==> src/rtl/console_arbiter_pkg.sv <==
// ----------------------------------------------------------------------------
// console_arb_pkg
// Shared definitions for the console arbiter: FSM state encoding, the console
// data width and the newline byte that ends a locked line.
// ----------------------------------------------------------------------------
package console_arb_pkg;

    localparam int CON_DW = 32;

    // Byte that terminates a line and releases a line lock.
    localparam logic [7:0] NEWLINE = 8'h0A;

    typedef enum logic [1:0] {
        ST_IDLE     = 2'd0,  // no owner, arbitrate among all requesters
        ST_ISSUE    = 2'd1,  // strobe presented to the console, waiting for stall=0
        ST_WAIT_ACK = 2'd2,  // strobe taken, waiting for the console ack
        ST_LOCK     = 2'd3   // owner holds the console until newline or timeout
    } arb_state_t;

endpackage

==> src/rtl/console_arbiter_if.sv <==
// ----------------------------------------------------------------------------
// console_arbiter_if
// Wishbone-style console byte sink bus (pipelined stb/stall/ack).
//   con_stb   : master -> slave, transfer strobe
//   con_data  : master -> slave, transfer data, byte in [7:0]
//   con_ack   : slave -> master, transfer completed
//   con_stall : slave -> master, strobe not taken this cycle
// ----------------------------------------------------------------------------
interface console_arbiter_if;
    import console_arb_pkg::*;

    logic              con_stb;
    logic [CON_DW-1:0] con_data;
    logic              con_ack;
    logic              con_stall;

    modport master (
        output con_stb,
        output con_data,
        input  con_ack,
        input  con_stall
    );

    modport slave (
        input  con_stb,
        input  con_data,
        output con_ack,
        output con_stall
    );

endinterface

==> src/rtl/console_arbiter_rr_picker.sv <==
// ----------------------------------------------------------------------------
// rr_picker
// Combinational round-robin picker. Searches req_i starting at last_i+1 and
// wrapping, and returns the first set bit as a one-hot grant.
//   req_i   : request vector
//   last_i  : index of the previous winner (lowest priority this round)
//   grant_o : one-hot winner, all zero when nothing is requested
//   valid_o : at least one request present
// ----------------------------------------------------------------------------
module rr_picker #(
    parameter int N_REQ = 2,
    parameter int IDX_W = 1
) (
    input  logic [N_REQ-1:0] req_i,
    input  logic [IDX_W-1:0] last_i,
    output logic [N_REQ-1:0] grant_o,
    output logic             valid_o
);

    always_comb begin
        // NOTE: every output of a combinational block gets a default first;
        // a path that leaves one unassigned infers a latch.
        grant_o = '0;
        valid_o = 1'b0;
        // off walks the priority order; k only ever indexes with a loop
        // constant, so the search stays a fixed priority mux after unrolling.
        for (int off = 1; off <= N_REQ; off++) begin
            for (int k = 0; k < N_REQ; k++) begin
                if (!valid_o && req_i[k] && (k == (int'(last_i) + off) % N_REQ)) begin
                    grant_o[k] = 1'b1;
                    valid_o    = 1'b1;
                end
            end
        end
    end

endmodule

==> src/rtl/console_arbiter.sv <==
// ----------------------------------------------------------------------------
// console_arbiter
// Shares one console byte sink between N_REQ requesters, round-robin, one
// transfer outstanding. With LINE_LOCK the owner keeps the console until it
// writes a newline or stays idle for LOCK_TIMEOUT cycles.
//   i_clk, i_reset : clock, synchronous active-high reset
//   i_req_stb      : per-requester strobe
//   i_req_data     : per-requester data, requester k at [32k+31:32k]
//   o_req_ack      : one-cycle ack to the owner of the completed transfer
//   o_req_stall    : combinational, 0 only for the requester accepted now
//   con            : console bus (master side)
//   o_grant        : one-hot current owner, 0 when idle
//   o_locked       : owner holds a line lock
// ----------------------------------------------------------------------------
module console_arbiter
    import console_arb_pkg::*;
#(
    parameter int N_REQ        = 2,
    parameter bit LINE_LOCK    = 1'b1,
    parameter int LOCK_TIMEOUT = 64
) (
    input  logic                    i_clk,
    input  logic                    i_reset,
    input  logic [N_REQ-1:0]        i_req_stb,
    input  logic [CON_DW*N_REQ-1:0] i_req_data,
    output logic [N_REQ-1:0]        o_req_ack,
    output logic [N_REQ-1:0]        o_req_stall,
    console_arbiter_if.master       con,
    output logic [N_REQ-1:0]        o_grant,
    output logic                    o_locked
);

    localparam int IDX_W = (N_REQ > 1) ? $clog2(N_REQ) : 1;
    localparam int CNT_W = $clog2(LOCK_TIMEOUT + 1);
    localparam logic [CNT_W-1:0] CNT_LAST = CNT_W'(LOCK_TIMEOUT - 1);
    localparam logic [IDX_W-1:0] LAST_RST = IDX_W'(N_REQ - 1);

    arb_state_t        state_q, state_d;
    logic              con_stb_q, con_stb_d;
    logic [CON_DW-1:0] con_data_q, con_data_d;
    logic [N_REQ-1:0]  req_ack_q, req_ack_d;
    logic [N_REQ-1:0]  grant_q, grant_d;
    logic              locked_q, locked_d;
    logic [IDX_W-1:0]  last_q, last_d;
    logic [CNT_W-1:0]  cnt_q, cnt_d;

    logic [N_REQ-1:0]  pick_req, pick_grant;
    logic              pick_valid, accept;
    logic [CON_DW-1:0] sel_data;
    logic [IDX_W-1:0]  owner_idx;

    // In LOCK only the owner may compete, so the same picker serves both
    // the free-for-all and the locked case.
    assign pick_req = (state_q == ST_LOCK) ? (i_req_stb & grant_q) : i_req_stb;

    rr_picker #(.N_REQ(N_REQ), .IDX_W(IDX_W)) u_picker (
        .req_i   (pick_req),
        .last_i  (last_q),
        .grant_o (pick_grant),
        .valid_o (pick_valid)
    );

    assign accept      = pick_valid && ((state_q == ST_IDLE) || (state_q == ST_LOCK));
    assign o_req_stall = accept ? ~pick_grant : '1;

    always_comb begin
        sel_data  = '0;
        owner_idx = '0;
        for (int k = 0; k < N_REQ; k++) begin
            if (pick_grant[k]) sel_data  = i_req_data[CON_DW*k +: CON_DW];
            if (grant_q[k])    owner_idx = IDX_W'(k);
        end
    end

    always_comb begin
        state_d    = state_q;
        con_stb_d  = con_stb_q;
        con_data_d = con_data_q;
        req_ack_d  = '0;
        grant_d    = grant_q;
        locked_d   = locked_q;
        last_d     = last_q;
        cnt_d      = cnt_q;
        case (state_q)
            ST_IDLE, ST_LOCK: begin
                if (accept) begin
                    // An owner strobe beats a timeout in the same cycle.
                    con_data_d = sel_data;
                    con_stb_d  = 1'b1;
                    grant_d    = pick_grant;
                    cnt_d      = '0;
                    state_d    = ST_ISSUE;
                end else if (state_q == ST_LOCK) begin
                    if (cnt_q >= CNT_LAST) begin
                        last_d   = owner_idx;
                        grant_d  = '0;
                        locked_d = 1'b0;
                        state_d  = ST_IDLE;
                    end else begin
                        cnt_d = cnt_q + 1'b1;
                    end
                end
            end
            ST_ISSUE: begin
                if (!con.con_stall) begin
                    con_stb_d = 1'b0;
                    state_d   = ST_WAIT_ACK;
                end
            end
            ST_WAIT_ACK: begin
                if (con.con_ack) begin
                    req_ack_d = grant_q;
                    if (LINE_LOCK && (con_data_q[7:0] != NEWLINE)) begin
                        cnt_d    = '0;
                        locked_d = 1'b1;
                        state_d  = ST_LOCK;
                    end else begin
                        last_d   = owner_idx;
                        grant_d  = '0;
                        locked_d = 1'b0;
                        state_d  = ST_IDLE;
                    end
                end
            end
            default: state_d = ST_IDLE;
        endcase
    end

    // NOTE: state registers use non-blocking assignments so every register
    // samples the pre-edge value of every other, independent of block order.
    always_ff @(posedge i_clk) begin
        if (i_reset) begin
            state_q    <= ST_IDLE;
            con_stb_q  <= 1'b0;
            con_data_q <= '0;
            req_ack_q  <= '0;
            grant_q    <= '0;
            locked_q   <= 1'b0;
            last_q     <= LAST_RST;
            cnt_q      <= '0;
        end else begin
            state_q    <= state_d;
            con_stb_q  <= con_stb_d;
            con_data_q <= con_data_d;
            req_ack_q  <= req_ack_d;
            grant_q    <= grant_d;
            locked_q   <= locked_d;
            last_q     <= last_d;
            cnt_q      <= cnt_d;
        end
    end

    assign con.con_stb  = con_stb_q;
    assign con.con_data = con_data_q;
    assign o_req_ack    = req_ack_q;
    assign o_grant      = grant_q;
    assign o_locked     = locked_q;

endmodule

==> src/flat_wrapper.sv <==
// flat-port wrapper written by rule: the top's interface ports become plain ports
module console_arbiter_flat import console_arb_pkg::*;
#(
    parameter int N_REQ        = 2,
    parameter bit LINE_LOCK    = 1'b1,
    parameter int LOCK_TIMEOUT = 64
)
  (i_clk, i_reset, i_req_stb, i_req_data, o_req_ack, o_req_stall, o_grant, o_locked, con_con_stb, con_con_data, con_con_ack, con_con_stall);
  console_arbiter_if con_i ();
  input  logic i_clk;
  input  logic i_reset;
  input  logic [N_REQ-1:0] i_req_stb;
  input  logic [CON_DW*N_REQ-1:0] i_req_data;
  output logic [N_REQ-1:0] o_req_ack;
  output logic [N_REQ-1:0] o_req_stall;
  output logic [N_REQ-1:0] o_grant;
  output logic o_locked;
  output wire logic [$bits(con_i.con_stb)-1:0] con_con_stb;
  output wire logic [$bits(con_i.con_data)-1:0] con_con_data;
  input wire logic [$bits(con_i.con_ack)-1:0] con_con_ack;
  input wire logic [$bits(con_i.con_stall)-1:0] con_con_stall;
  assign con_con_stb = con_i.con_stb;
  assign con_con_data = con_i.con_data;
  assign con_i.con_ack = con_con_ack;
  assign con_i.con_stall = con_con_stall;
  console_arbiter #(.N_REQ(N_REQ), .LINE_LOCK(LINE_LOCK), .LOCK_TIMEOUT(LOCK_TIMEOUT)) u_core (.i_clk(i_clk), .i_reset(i_reset), .i_req_stb(i_req_stb), .i_req_data(i_req_data), .o_req_ack(o_req_ack), .o_req_stall(o_req_stall), .con(con_i), .o_grant(o_grant), .o_locked(o_locked));
endmodule
==> config.mk <==
export PLATFORM = sky130hd
export DESIGN_NAME = console_arbiter_flat
export DESIGN_NICKNAME = d
export VERILOG_FILES = /design/src/rtl/console_arbiter_pkg.sv /design/src/rtl/console_arbiter_if.sv /design/src/rtl/console_arbiter_rr_picker.sv /design/src/rtl/console_arbiter.sv /design/src/flat_wrapper.sv
export SDC_FILE = /design/constraint.sdc
export NUM_CORES = 1
export LEC_CHECK = 0
export BUFFER_PORTS_ARGS = -buffer_cell sky130_fd_sc_hd__buf_2
export CORE_ASPECT_RATIO = 1.2
export CORE_MARGIN = 2
export CORE_UTILIZATION = 38
export DETAILED_ROUTE_END_ITERATION = 16
export PLACE_DENSITY = 0.74
export RECOVER_POWER = 50
export SKIP_LAST_GASP = 1
export SYNTH_ARGS = -nofsm -noshare
export SYNTH_HDL_FRONTEND = slang
export SYNTH_SLANG_ARGS = --single-unit
==> constraint.sdc <==
create_clock -name i_clk -period 2.85 [get_ports i_clk]
set_input_delay 0.1425 -clock i_clk [delete_from_list [all_inputs] [get_ports i_clk]]
set_output_delay 0.1425 -clock i_clk [all_outputs]
set_load 0.02 [all_outputs]
# ---- After elaboration in Yosys (flattened, before gate mapping)
# Index checks and enable logic that the tools add are counted.
# Widths: inputs -> output; s select.
dict set report totals {
  register_bits 48
  input_bits 70
  out_inout_bits 40
  word_cells 105
}
dict set report op_classes {
  n_addsub 3
  n_lt_le_gt_ge 1
  n_eq_ne 17
  mux 44
  bitwise_logic 6
  reduce_logical 26
}
# op count
set op_table {}
lappend op_table {{$logic_not 32->1} 2}
lappend op_table {{$mux 32} 2}
lappend op_table {{$mux 7} 5}
lappend op_table {{$mux 2} 11}
lappend op_table {{$mux 1} 20}
lappend op_table {{$reduce_and 5->1} 3}
lappend op_table {{$pmux 7 s2} 1}
lappend op_table {{$logic_and 1x1->1} 8}
lappend op_table {{$ne 2x1->1 const B} 4}
lappend op_table {{$ne 2x2->1 const B} 4}
lappend op_table {{$ne 8x4->1 const B} 1}
lappend op_table {{$add 7x1->7 const B} 1}
lappend op_table {{$ge 7x6->1 const B} 1}
lappend op_table {{$ne 3x1->1 const B} 2}
lappend op_table {{$pmux 1 s2} 3}
lappend op_table {{$pmux 2 s3} 1}
lappend op_table {{$reduce_and 6->1} 1}
lappend op_table {{$eq 2x2->1 const A} 2}
lappend op_table {{$eq 2x2->1 const B} 2}
lappend op_table {{$pmux 2 s2} 1}
lappend op_table {{$reduce_and 4->1} 1}
lappend op_table {{$reduce_bool 2->1} 2}
lappend op_table {{$logic_not 1->1} 3}
lappend op_table {{$ne 3x2->1 const B} 1}
lappend op_table {{other kinds (12)} 15}

# ---- Depth between registers and ports, before layout
dict set report depth {
  ltp_word 20
  depth_mapped 8
  ltp_nobuf 7
}

# ---- Hierarchy
# From an unflattened synthesis, not the netlist that was laid out.
dict set report unflattened {
  cells_unflattened 265
  hier_area_um2 2302.2
}
# mod n_inst cells_each area_per_inst_um2 seq_area_each_um2
set by_module_without_submodules {}
lappend by_module_without_submodules {console_arbiter 1 261 2277.2 960.9}
lappend by_module_without_submodules {rr_picker 1 4 25.0 0.0}

# ---- Worst setup path before layout
# Ideal clock, no wire load.
dict set report synth_path {
  path_type {register to register}
  from {register u_core.state_q[0]}
  to {register u_core.grant_q[0] (netlist: u_core.o_grant[0])}
  setup_time_ps 115
  arrival_ps 1969
  required_time_ps 2735
  path_slack_ps 766
  stages_incl_launch_ff 6
  n_path_buf 0
  synth_period_minus_slack_ps 2084
  path_cell_list {dfxtp_1 ha_1 and2b_4 o311ai_0 nor4_1 o21a_1}
}
dict set report synth_via {
  elab_chain_cells 19
  word_cells_on_any_way 30
  classes_between {eq/ne: 6; mux: 8; reduce/logical: 16}
}
# item line_no
set synth_rtl {}
lappend synth_rtl {{start: declaration} console_arbiter.sv:38} ;# arb_state_t state_q, state_d;
lappend synth_rtl {{start signal: assignment} console_arbiter.sv:142} ;# state_q <= state_d;
lappend synth_rtl {{$eq 2x2->1} n/a}
lappend synth_rtl {{$mux 2} console_arbiter.sv:54} ;# assign pick_req = (state_q == ST_LOCK) ? (i_req_stb & grant_q) : i_req_stb;
lappend synth_rtl {{$logic_and 1x1->1} console_arbiter_rr_picker.sv:29} ;# if (!valid_o && req_i[k] && (k == (int'(last_i) + off) % N_REQ)) begin
lappend synth_rtl {{$mux 1} console_arbiter_rr_picker.sv:29}
lappend synth_rtl {{$logic_not 1->1} console_arbiter_rr_picker.sv:29}
lappend synth_rtl {{$logic_and 1x1->1 (2 in series)} console_arbiter_rr_picker.sv:29}
lappend synth_rtl {{$mux 1} console_arbiter_rr_picker.sv:29}
lappend synth_rtl {{$logic_not 1->1} console_arbiter_rr_picker.sv:29}
lappend synth_rtl {{$logic_and 1x1->1 (2 in series)} console_arbiter_rr_picker.sv:29}
lappend synth_rtl {{$mux 1} console_arbiter_rr_picker.sv:29}
lappend synth_rtl {{$logic_not 1->1} console_arbiter_rr_picker.sv:29}
lappend synth_rtl {{$logic_and 1x1->1 (2 in series)} console_arbiter_rr_picker.sv:29}
lappend synth_rtl {{$mux 1} console_arbiter_rr_picker.sv:29}
lappend synth_rtl {{$logic_and 1x1->1} console_arbiter.sv:63} ;# assign accept = pick_valid && ((state_q == ST_IDLE) || (state_q == ST_LOCK));
lappend synth_rtl {{$ne 3x1->1 (no line) / $mux 2 (equally long branches)} n/a}
lappend synth_rtl {{$reduce_and 5->1 (no line) / $pmux 2 s2 (equally long branches)} n/a}
lappend synth_rtl {{end signal: assignment} console_arbiter.sv:146} ;# grant_q <= grant_d;
lappend synth_rtl {{end: declaration} console_arbiter.sv:42} ;# logic [N_REQ-1:0] grant_q, grant_d;
# Several ways; a longest one is shown, not always the timed one.
# A chain may end at the register's enable or synchronous reset.

# ---- Worst setup path in the final report
dict set report layout_path {
  from {register u_core.state_q[1]}
  to {output o_req_stall[1]}
}
dict set report layout_via {
  elab_chain_cells 18
  word_cells_on_any_way 23
  classes_between {eq/ne: 1; mux: 8; bitwise: 1; reduce/logical: 13}
}
# item line_no
set layout_rtl {}
lappend layout_rtl {{$eq 2x2->1} {console_arbiter.sv:54, console_arbiter.sv:63}}
lappend layout_rtl {{$mux 2} console_arbiter.sv:54}
lappend layout_rtl {{$logic_and 1x1->1} console_arbiter_rr_picker.sv:29}
lappend layout_rtl {{$mux 1} console_arbiter_rr_picker.sv:29}
lappend layout_rtl {{$logic_not 1->1} console_arbiter_rr_picker.sv:29}
lappend layout_rtl {{$logic_and 1x1->1 (2 in series)} console_arbiter_rr_picker.sv:29}
lappend layout_rtl {{$mux 1} console_arbiter_rr_picker.sv:29}
lappend layout_rtl {{$logic_not 1->1} console_arbiter_rr_picker.sv:29}
lappend layout_rtl {{$logic_and 1x1->1 (2 in series)} console_arbiter_rr_picker.sv:29}
lappend layout_rtl {{$mux 1} console_arbiter_rr_picker.sv:29}
lappend layout_rtl {{$logic_not 1->1} console_arbiter_rr_picker.sv:29}
lappend layout_rtl {{$logic_and 1x1->1 (2 in series)} console_arbiter_rr_picker.sv:29}
lappend layout_rtl {{$mux 1} console_arbiter_rr_picker.sv:29}
lappend layout_rtl {{$logic_and 1x1->1 / $not 2->2 (equally long branches)} {console_arbiter.sv:63, console_arbiter.sv:64}}
lappend layout_rtl {{$mux 2 *} console_arbiter.sv:64} ;# assign o_req_stall = accept ? ~pick_grant : '1;
lappend layout_rtl {{end: declaration} flat_wrapper.sv:15} ;# output logic [N_REQ-1:0] o_req_stall;
# Mark *: on every way between the ends. The rest lies on a longest branch, timed or not.

==> results by group <==
Clock tree
  • Clock root buffer: clkbuf_8
  • Hold buffers post-CTS: 0
  • Total CTS buffers: 5
  • Longest Clk Path Bufs: 2
  • Clk_lat worst skew: ~0.3 ns
  • Clk sinks: between 40 and 50
  • TritonCTS clock tree: done
  • Post-CTS Setup Inserts: 0
  • Clk slew on worst S/H paths: 0.08 ns
  • Resize count post-CTS: 0
  • CTS H-tree depth: 2

Yosys
  • #FFs+latches synth: 48
  • Synth unique cells: 49
  • Avg Cell Area, Syn: 8.92 sq um
  • Leading register cell type out of synthesis: dfxtp_1
  • Post-Syn Instances: a little under 300
  • EDFF count, synth: 0
  • Synthesized net count: between 300 and 400
  • Mapped cell area: 2660 sq um
  • Synth Warn #: 0
  • Sequential fraction of the synthesis area: between 30% and 40%
  • Asr flop ratio synth: 0%

Global route
  • Met3 Use GR: under 10%
  • Total track usage: a little under a fifth
  • Layer with the highest usage: met2
  • GRT Residual Overflow: 0
  • Vias in the first global route: ~2500
  • Largest net degree at the start of global routing: 35
  • Routing usage on met2: approximately 33%
  • First-pass GRT wire length: between 10000 and 15000 um
  • Met1 usage: 22.1%
  • Initial antenna violation count: 0

Cells and area
  • Fillers: between 600 and 700
  • P&R area growth vs syn: 24.0%
  • Nets: about 470
  • Final instance area: 3290 sq um
  • Share of cells above drive strength 1: slightly above 30%
  • Antenna diode count: 0

Floorplanning
  • IO Count: 110
  • Initial Utilization: ~40%
  • Die height: 95.6 um
  • Core area: slightly below 7000 sq um
  • Rows: 33
  • Die area: approximately 7700 sq um
  • Die width: 80.3 um

Power
  • Static Leak: ~0.0012 uW
  • Sw frac: a little over two fifths
  • Sequential share of power: between 30% and 40%
  • Clock network fraction of total power: ~15%
  • Peak supply drop: 0.379 mV
  • Internal Pwr Total: 1430 uW
  • Cell Pwr Density: about 770 nW/um^2
  • Switching power: 1090 uW
  • Combinational share of power: roughly half

Setup path
  • Crit path kind: reg -> out
  • CP Launch Point: u_core.state_q[1]$_SDFFE_PP0P_
  • Reg2reg path depth: 7
  • Internal reg-to-reg setup slack: ~0.37 ns
  • Worst r2r src: u_core.state_q[1]$_SDFFE_PP0P_
  • CP Launch Type: flip-flop
  • Arrival time worst endpoint: between 2 and 2.5 ns
  • Peak fanout along the critical path: 34
  • CP required: 2.71 ns
  • Worst R2R End: u_core.con.con_data[27]$_SDFFE_PP0P_
  • Critical path endpoint category: output port

Detailed routing
  • DRC viols: 0
  • DRT iter0 DRCs: 90
  • Routed WL: 7050 um
  • Vias per cell: between 5 and 6
  • Avg WL per Cell: about 15 um
  • DRT Pass-1 Iters: 4
  • Vias: about 2700
  • Antenna viol nets, final: 0

Place
  • Port buffer count: between 100 and 150
  • Placed inst area: between 3000 and 4000 sq um
  • Routability-driven placement congestion ratio: a little under 0.9
  • Final HPWL DP: just over 5000 um

STA
  • Setup_tns: 0 ns
  • Setup violators final: 0
  • Clk_skew: 0.0108 ns
  • Period minus WS final: around 2.6 ns
  • Final Cycle Share: ~90%
  • Max-slew violations: 0
  • Max_slew headroom: about 47%
  • Worst Max-Slew Pin Slew: about 0.79 ns
  • Final Hold Vio Count: 0
  • Max Fclk: between 300 and 400 MHz
  • RSZ-0062 raised after global routing: false

Min path
  • WHS Path Cells: 3
  • Hold Crit Start: con_con_ack
  • Hold EP: u_core.o_req_ack[1]$_SDFF_PP0_
  • Tightest Hold Check Type: in -> reg

Job
  • Maxcap violations: 0

Run status
  • Status: completed
per-stage QoR:
stage	worst slack (ns)	power [uW]	hold WS (ns)	util, %	cells
2_1_floorplan	0.766	1830	0.270	-	298
5_1_grt	0.128	2700	0.107	48.4	483
3_5_place_dp	0.481	2190	0.414	48.0	476
4_1_cts	0.455	2580	0.0929	49.2	483
6_report	0.291	2520	0.104	48.4	483
3_3_place_gp	0.616	2150	0.408	48.0	476
synthesized netlist by cell type (all sizes together), types with 2 or more instances:
master | n | area [sq um]
dfxtp | 48 | 961
nand2 | 42 | 160
nor2 | 39 | 146
nand3 | 33 | 165
a311oi | 32 | 468
buf | 12 | 85.1
clkbuf | 12 | 45.0
inv | 10 | 37.5
o21ai | 7 | 35.0
ha | 5 | 62.6
a211o | 4 | 35.0
a21oi | 4 | 20.0
nand2b | 4 | 32.5
o311ai | 3 | 26.3
o31a | 3 | 26.3
o31ai | 3 | 22.5
a211oi | 2 | 27.5
a221oi | 2 | 35.0
a2bb2oi | 2 | 30.0
a311o | 2 | 20.0
a31oi | 2 | 12.5
and2 | 2 | 15.0
and4 | 2 | 17.5
nor2b | 2 | 12.5
nor3 | 2 | 10.0
nor4 | 2 | 12.5
o22ai | 2 | 12.5
o41ai | 2 | 17.5
or4 | 2 | 15.0
layout by cell type, fill, tap and decap left out, types with 3 or more instances in the layout:
cell      netlist  final
a211o_1         4      4
a21oi_1         4      4
a311oi_1        2      3
a311oi_2       30     29
buf_2           5     71
buf_4           1      3
clkbuf_1       12     38
clkbuf_8        0      5
dfxtp_1        48     48
ha_1            5      5
inv_1          10     10
nand2_1        41     41
nand2b_1        3      3
nand3_1        33     33
nor2_1         39     39
o21ai_0         7      7
o311ai_0        3      3
o31a_1          3      3
o31ai_1         3      3
how the worst max path moves through the flow:
| stage | endpoint | cells after the start |
|---|---|---|
| finish | o_req_stall[1] | 6 |
| global route | o_req_stall[1] | 6 |
| CTS | u_core.con.con_data[13]$_SDFFE_PP0P_ | 7 |
| detailed placement | u_core.con.con_data[13]$_SDFFE_PP0P_ | 7 |
| global placement | u_core.con.con_data[11]$_SDFFE_PP0P_ | 7 |
| floorplan | u_core.o_grant[0]$_SDFFE_PP0P_ | 5 |
power groups by stage:
stage	sequential (uW)	clock, uW	combinational [uW]
2_1_floorplan	1080	0	757
6_report	920	389	1210
4_1_cts	918	400	1260
5_1_grt	941	422	1340
3_3_place_gp	930	0	1220
3_5_place_dp	932	0	1250
worst max-delay path, stage by stage, from the launching register on:
cell and delay, ns:
dfxtp_1 0.38, ha_1 0.26, nand2b_4 0.10, and2_2 0.44, a211oi_4 0.62, nand2_2 0.13, buf_2 0.18
logic make-up (layout without fill, tap and decap cells):
| kind of cell | Yosys count | in the layout | synth area share [%] |
|---|---|---|---|
| AND/OR/NAND/NOR | 135 | 135 | 23.6 |
| buffers and inverters | 34 | 132 | 6.31 |
| adder cells (fa/ha/maj) | 5 | 5 | 2.35 |
| AO/OA/AOI/OAI | 75 | 75 | 31.2 |
| flip-flops | 48 | 48 | 36.2 |
| multiplexers | 1 | 1 | 0.377 |
layout make-up:
type / count / area [sq um] / area share (%)
Multi-Input combinational cell: 216 / 1540 / 46.8
Sequential cell: 48 / 961 / 29.2
Timing Repair Buffer: 115 / 566 / 17.2
Tap cell: 87 / 109 / 3.30
Clock buffer: 5 / 68.8 / 2.09
Inverter: 10 / 37.5 / 1.14
Clock inverter: 2 / 12.5 / 0.380
registers in the layout (all words and copies together) (netlist names):
signal	count
u_core.con.con_data	32
u_core.cnt_q	7
u_core.o_grant	2
u_core.o_req_ack	2
u_core.state_q	2
u_core.con.con_stb	1
u_core.last_q	1
u_core.o_locked	1
layer usage:
metal  part of all wire, %  routed length, um
met3                   4.5                318
met1                    42               2960
met2                    52               3700
met5                     0                  0
met4                   1.0                 73
Note: power is estimated with default switching activity, not from simulation.
